===== config.mk =====
export PLATFORM = sky130hd
export DESIGN_NAME = calc_stream_controller
export DESIGN_NICKNAME = d
export VERILOG_FILES = /design/src/rtl/calc_stream_controller.sv
export SDC_FILE = /design/constraint.sdc
export NUM_CORES = 1
export LEC_CHECK = 0
export CAP_MARGIN = 30
export CORE_MARGIN = 2
export CORE_UTILIZATION = 60
export CTS_BUF_LIST = sky130_fd_sc_hd__clkbuf_8 sky130_fd_sc_hd__clkbuf_16
export DETAILED_ROUTE_END_ITERATION = 7
export GPL_TIMING_DRIVEN = 1
export PLACE_DENSITY = 0.94
export SYNTH_ARGS = -nofsm -noshare
export SYNTH_HDL_FRONTEND = slang
export SYNTH_SLANG_ARGS = --single-unit

===== constraint.sdc =====
create_clock -name clk_i -period 8.1 [get_ports clk_i]
set_input_delay 2.025 -clock clk_i [delete_from_list [all_inputs] [get_ports clk_i]]
set_output_delay 2.025 -clock clk_i [all_outputs]
set_load 0.02 [all_outputs]

===== src/rtl/calc_stream_controller.sv =====
`default_nettype none
// ============================================================================
// Module : calc_stream_controller
// Brief  : Streams packed operand pairs from SRAM, applies add/sub per mode
//          and writes two packed results per memory word back over a window.
// Rev    : 1.0
// ============================================================================
module calc_stream_controller #(
  parameter int ADDR_W = 9,
  parameter int DATA_W = 32,
  parameter int RD_LAT = 1
) (
  input  logic                clk_i,
  input  logic                rst_i,
  input  logic                start_i,
  input  logic [1:0]          mode_i,
  input  logic [ADDR_W-1:0]   read_start_addr,
  input  logic [ADDR_W-1:0]   read_end_addr,
  input  logic [ADDR_W-1:0]   write_start_addr,
  input  logic [ADDR_W-1:0]   write_end_addr,
  output logic                read,
  output logic [ADDR_W-1:0]   r_addr,
  input  logic [2*DATA_W-1:0] r_data,
  output logic                write,
  output logic [ADDR_W-1:0]   w_addr,
  output logic [2*DATA_W-1:0] w_data,
  output logic                busy_o,
  output logic                done_o,
  output logic                ovf_o,
  output logic                err_o
);

  localparam logic [2:0] S_IDLE  = 3'd0;
  localparam logic [2:0] S_READ  = 3'd1;
  localparam logic [2:0] S_WAIT  = 3'd2;
  localparam logic [2:0] S_EXEC  = 3'd3;
  localparam logic [2:0] S_WRITE = 3'd4;
  localparam logic [2:0] S_DONE  = 3'd5;

  // WAIT spans RD_LAT-1 cycles, so the counter exits at RD_LAT-2.
  localparam logic [1:0] c_wait_last = (RD_LAT > 1) ? 2'(RD_LAT - 2) : 2'd0;

  logic [2:0]          r_state;
  logic [2:0]          w_next_state;
  logic [ADDR_W-1:0]   r_raddr;
  logic [ADDR_W-1:0]   r_waddr;
  logic [ADDR_W-1:0]   r_rend;
  logic [ADDR_W-1:0]   r_wend;
  logic [1:0]          r_mode;
  logic                r_half;
  logic                r_last;
  logic [2*DATA_W-1:0] r_buf;
  logic [1:0]          r_wait_cnt;
  logic                r_ovf;
  logic                r_err;

  logic                w_start_bad;
  logic                w_at_rend;
  logic                w_at_wend;
  logic [DATA_W-1:0]   w_a;
  logic [DATA_W-1:0]   w_b;
  logic [DATA_W:0]     w_res;

  assign w_start_bad = (read_end_addr < read_start_addr) ||
                       (write_end_addr < write_start_addr);
  assign w_at_rend   = (r_raddr == r_rend);
  assign w_at_wend   = (r_waddr == r_wend);
  assign w_a         = r_data[2*DATA_W-1:DATA_W];
  assign w_b         = r_data[DATA_W-1:0];

  // The extra MSB is the carry for add modes and the borrow for sub modes.
  always_comb begin
    w_res = '0;
    case (r_mode)
      2'b00:   w_res = {1'b0, w_a} + {1'b0, w_b};
      2'b01:   w_res = {1'b0, w_a} - {1'b0, w_b};
      2'b10:   w_res = {1'b0, w_b} - {1'b0, w_a};
      default: w_res = {1'b0, w_a} + {1'b0, w_b} + {{DATA_W{1'b0}}, 1'b1};
    endcase
  end

  always_ff @(posedge clk_i) begin
    if (rst_i) r_state <= S_IDLE;
    else       r_state <= w_next_state;
  end

  always_comb begin
    w_next_state = r_state;
    case (r_state)
      S_IDLE: begin
        if (start_i) w_next_state = w_start_bad ? S_DONE : S_READ;
      end
      S_READ: begin
        if (RD_LAT > 1) w_next_state = S_WAIT;
        else            w_next_state = S_EXEC;
      end
      S_WAIT: begin
        if (r_wait_cnt == c_wait_last) w_next_state = S_EXEC;
      end
      S_EXEC: begin
        if (r_half || w_at_rend) w_next_state = S_WRITE;
        else                     w_next_state = S_READ;
      end
      S_WRITE: begin
        if (r_last || w_at_wend) w_next_state = S_DONE;
        else                     w_next_state = S_READ;
      end
      S_DONE:  w_next_state = S_IDLE;
      default: w_next_state = S_IDLE;
    endcase
  end

  always_comb begin
    read   = 1'b1;
    write  = 1'b1;
    busy_o = 1'b0;
    done_o = 1'b0;
    case (r_state)
      S_READ:  begin read  = 1'b0; busy_o = 1'b1; end
      S_WAIT:  busy_o = 1'b1;
      S_EXEC:  busy_o = 1'b1;
      S_WRITE: begin write = 1'b0; busy_o = 1'b1; end
      S_DONE:  done_o = 1'b1;
      default: ;
    endcase
  end

  assign r_addr = r_raddr;
  assign w_addr = r_waddr;
  assign w_data = r_buf;
  assign ovf_o  = r_ovf;
  assign err_o  = r_err;

  always_ff @(posedge clk_i) begin
    if (rst_i) begin
      r_raddr    <= '0;
      r_waddr    <= '0;
      r_rend     <= '0;
      r_wend     <= '0;
      r_mode     <= '0;
      r_half     <= 1'b0;
      r_last     <= 1'b0;
      r_buf      <= '0;
      r_wait_cnt <= '0;
      r_ovf      <= 1'b0;
      r_err      <= 1'b0;
    end else begin
      case (r_state)
        S_IDLE: begin
          if (start_i) begin
            r_ovf   <= 1'b0;
            r_err   <= w_start_bad;
            r_mode  <= mode_i;
            r_raddr <= read_start_addr;
            r_rend  <= read_end_addr;
            r_waddr <= write_start_addr;
            r_wend  <= write_end_addr;
            r_half  <= 1'b0;
            r_last  <= 1'b0;
            r_buf   <= '0;
          end
        end
        S_READ: r_wait_cnt <= '0;
        S_WAIT: r_wait_cnt <= r_wait_cnt + 2'd1;
        S_EXEC: begin
          r_ovf <= r_ovf | w_res[DATA_W];
          if (r_half) r_buf[2*DATA_W-1:DATA_W] <= w_res[DATA_W-1:0];
          else        r_buf[DATA_W-1:0]        <= w_res[DATA_W-1:0];
          r_half <= ~r_half;
          if (w_at_rend) r_last  <= 1'b1;
          else           r_raddr <= r_raddr + 1'b1;
        end
        S_WRITE: begin
          // Clearing here leaves the upper half zero after an odd final word.
          if (!(r_last || w_at_wend)) begin
            r_waddr <= r_waddr + 1'b1;
            r_buf   <= '0;
          end
        end
        default: ;
      endcase
    end
  end

endmodule
`default_nettype wire


# Word-level counts from Yosys, hierarchy flattened

Cells that the tools add are included.

Register bits: 111
Input port bits: 105
Output and inout bits: 88
Word-level logic and storage cells: 87

$add $sub $neg: 7
Magnitude comparators: 2
Eq/ne operators: 16
Muxes and demuxes: 28
Bitwise operators: 2
Reductions and logical operators: 19

Operator list:

| cell                                                                  | number |
|---|---|
| 64-bit case mux with 3 select lines                                   | 1 |
| 64-bit two-way mux                                                    | 2 |
| 33-bit case mux with 3 select lines                                   | 1 |
| 32-bit by 32-bit subtractor with 33-bit output                        | 2 |
| 32-bit two-way mux                                                    | 2 |
| 9-bit two-way mux                                                     | 4 |
| 9-bit case mux with 2 select lines                                    | 2 |
| 32-bit by 32-bit adder with 33-bit output                             | 1 |
| 33-bit by 1-bit adder with 33-bit output, second input constant       | 1 |
| 9-bit by 1-bit adder with 9-bit output, second input constant         | 2 |
| 9-bit equality test                                                   | 2 |
| 9-bit < comparator                                                    | 2 |
| 3-bit two-way mux                                                     | 5 |
| 3-bit case mux with 5 select lines                                    | 1 |
| 2-bit != test, second input constant                                  | 7 |
| 3-bit AND reduction                                                   | 3 |
| 4-bit AND reduction                                                   | 2 |
| 3-bit by 2-bit equality test with 1-bit output, second input constant | 2 |
| 3-bit equality test, second input constant                            | 2 |
| 1-bit two-way mux                                                     | 6 |
| 1-bit case mux with 2 select lines                                    | 3 |
| 2-bit AND reduction                                                   | 3 |
| 2-bit nonzero test                                                    | 3 |
| 2-bit zero test                                                       | 2 |
| other kinds (11)                                                      | 13 |

# Logic depth before layout (Yosys ltp)

Depth after elaboration: 5
Depth in mapped cells: 15
Mapped depth without buffers: 15

# Least setup slack after synthesis

Ideal clock, no wire load.

Path kind: input-to-reg
Start point: in r_data[0]
End point: reg r_buf[31], in the netlist w_data[31]
Library setup time: 0.124 ns
Arrival: 5.190 ns
Required time: 7.976 ns
Setup slack: 2.786 ns
Stages on the path: 13
Buffers on the path: 0
Cell sequence: ha_1 > fa_1 > nand2b_1 > a2111o_1 > a21oi_2 > a2111oi_2 > nor2_2 > a31oi_2 > xnor2_1 > or4_4 > or4_4 > nand3_1 > o31ai_1

Word-level cells in the longest chain between the ends: 5
Elaborated cells on any way between the ends: 7
Those cells by class: add/sub (4); mux (3)

Ends and longest elaborated chain:

| element                                   | line   | text |
|---|---|---|
| start, declared                           | 23     | `input logic [2*DATA_W-1:0] r_data,` |
| 32-bit by 32-bit adder with 33-bit output | 75, 78 |  |
| 33-bit by 1-bit adder with 33-bit output  | 78     | `default: w_res = {1'b0, w_a} + {1'b0, w_b} + {{DATA_W{1'b0}}, 1'b1};` |
| 33-bit case mux with 3 select lines *     | 74     | `case (r_mode)` |
| 32-bit two-way mux *                      | 167    | `if (r_half) r_buf[2*DATA_W-1:DATA_W] <= w_res[DATA_W-1:0];` |
| 64-bit case mux with 3 select lines *     | 148    | `case (r_state)` |
| end signal, assigned by index             | 167    |  |
| end signal, assigned by index             | 168    | `else r_buf[DATA_W-1:0] <= w_res[DATA_W-1:0];` |
| end, declared                             | 52     | `logic [2*DATA_W-1:0] r_buf;` |

Mark *: on every way between the ends. The rest lies on a longest branch, timed or not. The select of a mux whose other input is x is not followed.
A chain may end at the register's enable or synchronous reset.

# Worst setup path after layout

Start point: in r_data[10]
End point: reg r_buf[31], in the netlist w_data[31]

Same word-level chain as after synthesis.

==> metrics.json <==
{
  "floorplanning": {
    "rows": 52,
    "initial_utilization_pct": 61.24,
    "die_w_um": 147.7,
    "fp.dieH_um": 147.7,
    "core_area_um2": 20230,
    "die_area_um2": 21820,
    "io_pins": 193
  },
  "cells_and_area": {
    "stdcell_count": 2138,
    "areaGrowthSynthToFinish_pct": 18.22,
    "final_net_count": 2087,
    "final_design_area_no_fill_um2": 14650,
    "antenna_cells": 0,
    "final_layout_size_suffix_gt1_share_pct": 4.818,
    "fillerInstances": 1649
  },
  "place": {
    "port_buffers": 192,
    "post-place-ws_ps": 1471,
    "placedCellCount": 2121,
    "dpl_cell_area_um2": 14360,
    "gpl.final_weighted_congestion": 1.013,
    "place.detailed.hpwl_um": 33870
  },
  "power": {
    "vdd.ir_drop.worst_mv": 0.1762,
    "powerDensity_nw_per_um2": 206.5,
    "leakagePower_nw": 5.812,
    "pwr-share-seq_pct": 25.7,
    "clkPwrFrac_pct": 14.0,
    "power_report.internal_total_mw": 1.524,
    "power.switching_mw": 1.501,
    "switching_share_pct": 49.61,
    "p_comb_share_pct": 60.3
  },
  "synth": {
    "synth_top_area_share_pct": 17.93,
    "cell_type_contributing_the_most_total_cell_area_after_synthesis": "sky130_fd_sc_hd__dfxtp_1",
    "synth_enable_flop_cells": 0,
    "postSynth.topFlopCell": "sky130_fd_sc_hd__dfxtp_1",
    "instance_count_of_the_mapped_netlist": 1743,
    "yosys_warnings": 0,
    "syn_area_um2": 12390,
    "synth.distinct_cells": 99,
    "synth.avg_cell_area_um2": 7.109,
    "synthTopCellsByArea": "sky130_fd_sc_hd__dfxtp_1 18%, sky130_fd_sc_hd__ha_1 12%, sky130_fd_sc_hd__a21oi_1 8.3%",
    "synth.most_common_cell": "sky130_fd_sc_hd__a21oi_1",
    "synth.ff_latch_count": 111,
    "post_synth_most_frequent_cells": "206 x sky130_fd_sc_hd__a21oi_1, 189 x sky130_fd_sc_hd__nand2_1, 138 x sky130_fd_sc_hd__nor2_1",
    "postSynth.asyncResetShare_pct": 0,
    "synth_fp_nets": 1967,
    "yosysSeqAreaShare_pct": 17.93
  },
  "clock_network": {
    "clock_latency_reported_for_the_late_side_of_the_worst_skew_pair_ps": 350,
    "ctsHtreeMaxLevel": 3,
    "cts_buffer_depth": 2,
    "post_cts_resized": 0,
    "cts_root_buf": "sky130_fd_sc_hd__clkbuf_16",
    "cts-buffers-inserted": 9,
    "cts_post_setup_buffers_inserted": 0,
    "number_of_clock_sinks_seen_by_cts": 111,
    "clk_transition_reported_paths_ps": 70,
    "hold_buffers": 0,
    "cts_tree": "done"
  },
  "timing": {
    "setup_tns_ps": 0,
    "unrepaired_setup_endpoints_after_global_routing": "no",
    "finClkSkew_ps": 7.031,
    "postLayoutSetupSlackWorst_ps": 1691,
    "clock.fmax_mhz": 156.0,
    "timing.slew.headroom_pct": 32.12,
    "final_hold_viol_count": 0,
    "hold_slack_ps": 457.4,
    "fin_crit_sh_pct": 79.13,
    "worst_slew_pin_slew_ps": 1017,
    "final_period_minus_worst_setup_slack_ps": 6409,
    "setup_viol": 0,
    "timing.final.max_slew_violations": 0
  },
  "worst_setup_path": {
    "r2r_slack_ps": 4550,
    "startpoint": "r_data[10]",
    "worst-setup-path-type": "input port to flop",
    "critical_path.endpoint": "w_data[31]",
    "timing.critical_path.required_ps": 8330,
    "timing.critical_path.fanout_max": 18,
    "timing.rr.start": "w_addr[4]",
    "end_kind": "flop",
    "critical_path.startpoint_type": "input port",
    "rr_worst_depth": 11,
    "crit_arrival_ps": 6640,
    "worst_r2r_endpoint": "w_data[25]"
  },
  "global_routing": {
    "first_pass_grt_wire_length_um": 69410,
    "grt_overflow": 0,
    "grt_antenna_before_repair": 0,
    "first_global_vias": 13308,
    "pin_count_of_the_biggest_net_entering_global_routing": 84,
    "globalRouteTotalUtil_pct": 39.00
  },
  "route": {
    "detail_route.drc_violations": 0,
    "vias_per_cell": 6.713,
    "antenna_left": 0,
    "first_iter_violations": 1690,
    "vias": 14352,
    "detail_route.first_pass.iterations": 7,
    "wl_um": 44000,
    "wire_per_inst_um": 20.58
  },
  "worst_hold_path": {
    "hp-class": "flop to flop"
  },
  "outcome": {
    "outcome": "finished clean"
  },
  "run": {
    "cap_violations": 0
  }
}
power groups by stage:
stage	clock network (mW)	logic (mW)	registers [mW]
6_report	0.423	1.82	0.778
5_1_grt	0.445	1.96	0.788
4_1_cts	0.422	1.76	0.771
3_5_place_dp	0	1.75	0.780
3_3_place_gp	0	1.71	0.774
2_1_floorplan	0	1.13	0.811
area by class of cell:
| class | count | area (um^2) | share of cell area (%) |
|---|---|---|---|
| multi-input combinational | 1412 | 9328 | 63.68 |
| sequential | 111 | 2223 | 15.18 |
| timing repair buffer | 204 | 2007 | 13.70 |
| inverter | 125 | 469.2 | 3.203 |
| tap | 270 | 337.8 | 2.306 |
| clock buffer | 9 | 225.2 | 1.538 |
| clock inverter | 7 | 57.56 | 0.3929 |
routing by layer:
metal,part of all wire [%],global-route usage [%],up-vias
met5,0,0,-
met4,4.1,16.63,0
met3,12,6.420,139
met2,45,62.23,1008
met1,40,52.27,6674
li1,-,-,6531
kinds of logic (layout without fill, tap and decap cells):
| family | Yosys count | in the layout | share of synthesized area (%) |
|---|---|---|---|
| buffers and inverters | 220 | 345 | 6.846 |
| xor gates and xnor gates | 100 | 100 | 7.069 |
| adders and majority gates | 119 | 119 | 12.20 |
| AOI/OAI and AO/OA | 592 | 592 | 31.27 |
| DFF | 111 | 111 | 17.93 |
| and+or+nand+nor | 592 | 592 | 23.44 |
| muxes | 9 | 9 | 1.242 |
stage by stage:
step                utilization, %  power [mW]
floorplan                        -       1.945
global placement             70.96       2.485
detailed placement           70.96       2.527
CTS                          72.35       2.955
global route                 72.39       3.193
finish                       72.39       3.025
state kept, by name, summed over array words and instances (netlist names):
name and flops:
w_data 64, r_wait_cnt 2, w_addr 9, r_last 1, r_state 3, r_mode 2
r_addr 9, r_half 1, r_wend 9, r_rend 9, ovf_o 1, err_o 1
cells in the final DEF (no fill, tap or decap), types with 10 or more instances in the layout:
cell type                         Yosys  routed
sky130_fd_sc_hd__a211oi_1            30      30
sky130_fd_sc_hd__a21o_1              43      43
sky130_fd_sc_hd__a21oi_1            206     206
sky130_fd_sc_hd__a31oi_1             16      16
sky130_fd_sc_hd__and2_1              12      12
sky130_fd_sc_hd__and3_1              24      24
sky130_fd_sc_hd__buf_4                4      12
sky130_fd_sc_hd__clkdlybuf4s50_1      0     191
sky130_fd_sc_hd__dfxtp_1            111     110
sky130_fd_sc_hd__ha_1               116     116
sky130_fd_sc_hd__inv_1              116     116
sky130_fd_sc_hd__nand2_1            189     189
sky130_fd_sc_hd__nand2b_1            17      17
sky130_fd_sc_hd__nand3_1             72      72
sky130_fd_sc_hd__nand4_1             21      21
sky130_fd_sc_hd__nor2_1             138     137
sky130_fd_sc_hd__nor2b_1             16      16
sky130_fd_sc_hd__nor3_1              25      24
sky130_fd_sc_hd__nor4_1              17      17
sky130_fd_sc_hd__o211ai_1            11      11
sky130_fd_sc_hd__o21a_1              11      11
sky130_fd_sc_hd__o21ai_0             98      98
sky130_fd_sc_hd__o21bai_1            11      11
sky130_fd_sc_hd__o22ai_1             13      13
sky130_fd_sc_hd__o31ai_1             24      24
sky130_fd_sc_hd__or3_1               10      10
sky130_fd_sc_hd__xnor2_1             78      78
sky130_fd_sc_hd__xor2_1              22      22
worst min path at each step:
stage / startpoint / to / cells after the start
final: w_data[34] / w_data[34] / 2
after global routing: w_data[3] / w_data[3] / 2
after CTS: w_data[34] / w_data[34] / 2
after detailed placement: w_data[34] / w_data[34] / 2
after global placement: w_data[1] / w_data[1] / 2
after floorplan: r_wend[0] / r_wend[0] / 2
worst max-delay path, cell delays in order:
cell and delay, ps:
sky130_fd_sc_hd__clkdlybuf4s50_1 510, sky130_fd_sc_hd__inv_1 60, sky130_fd_sc_hd__ha_1 620, sky130_fd_sc_hd__inv_1 260, sky130_fd_sc_hd__a21oi_1 260, sky130_fd_sc_hd__a311oi_1 220, sky130_fd_sc_hd__or4_1 530, sky130_fd_sc_hd__a32oi_1 340
sky130_fd_sc_hd__o211ai_2 280, sky130_fd_sc_hd__nor4_1 640, sky130_fd_sc_hd__nand2_1 160, sky130_fd_sc_hd__or4_4 540, sky130_fd_sc_hd__nand3_1 100, sky130_fd_sc_hd__o31ai_1 80
Power figures use the tool's default switching activity.
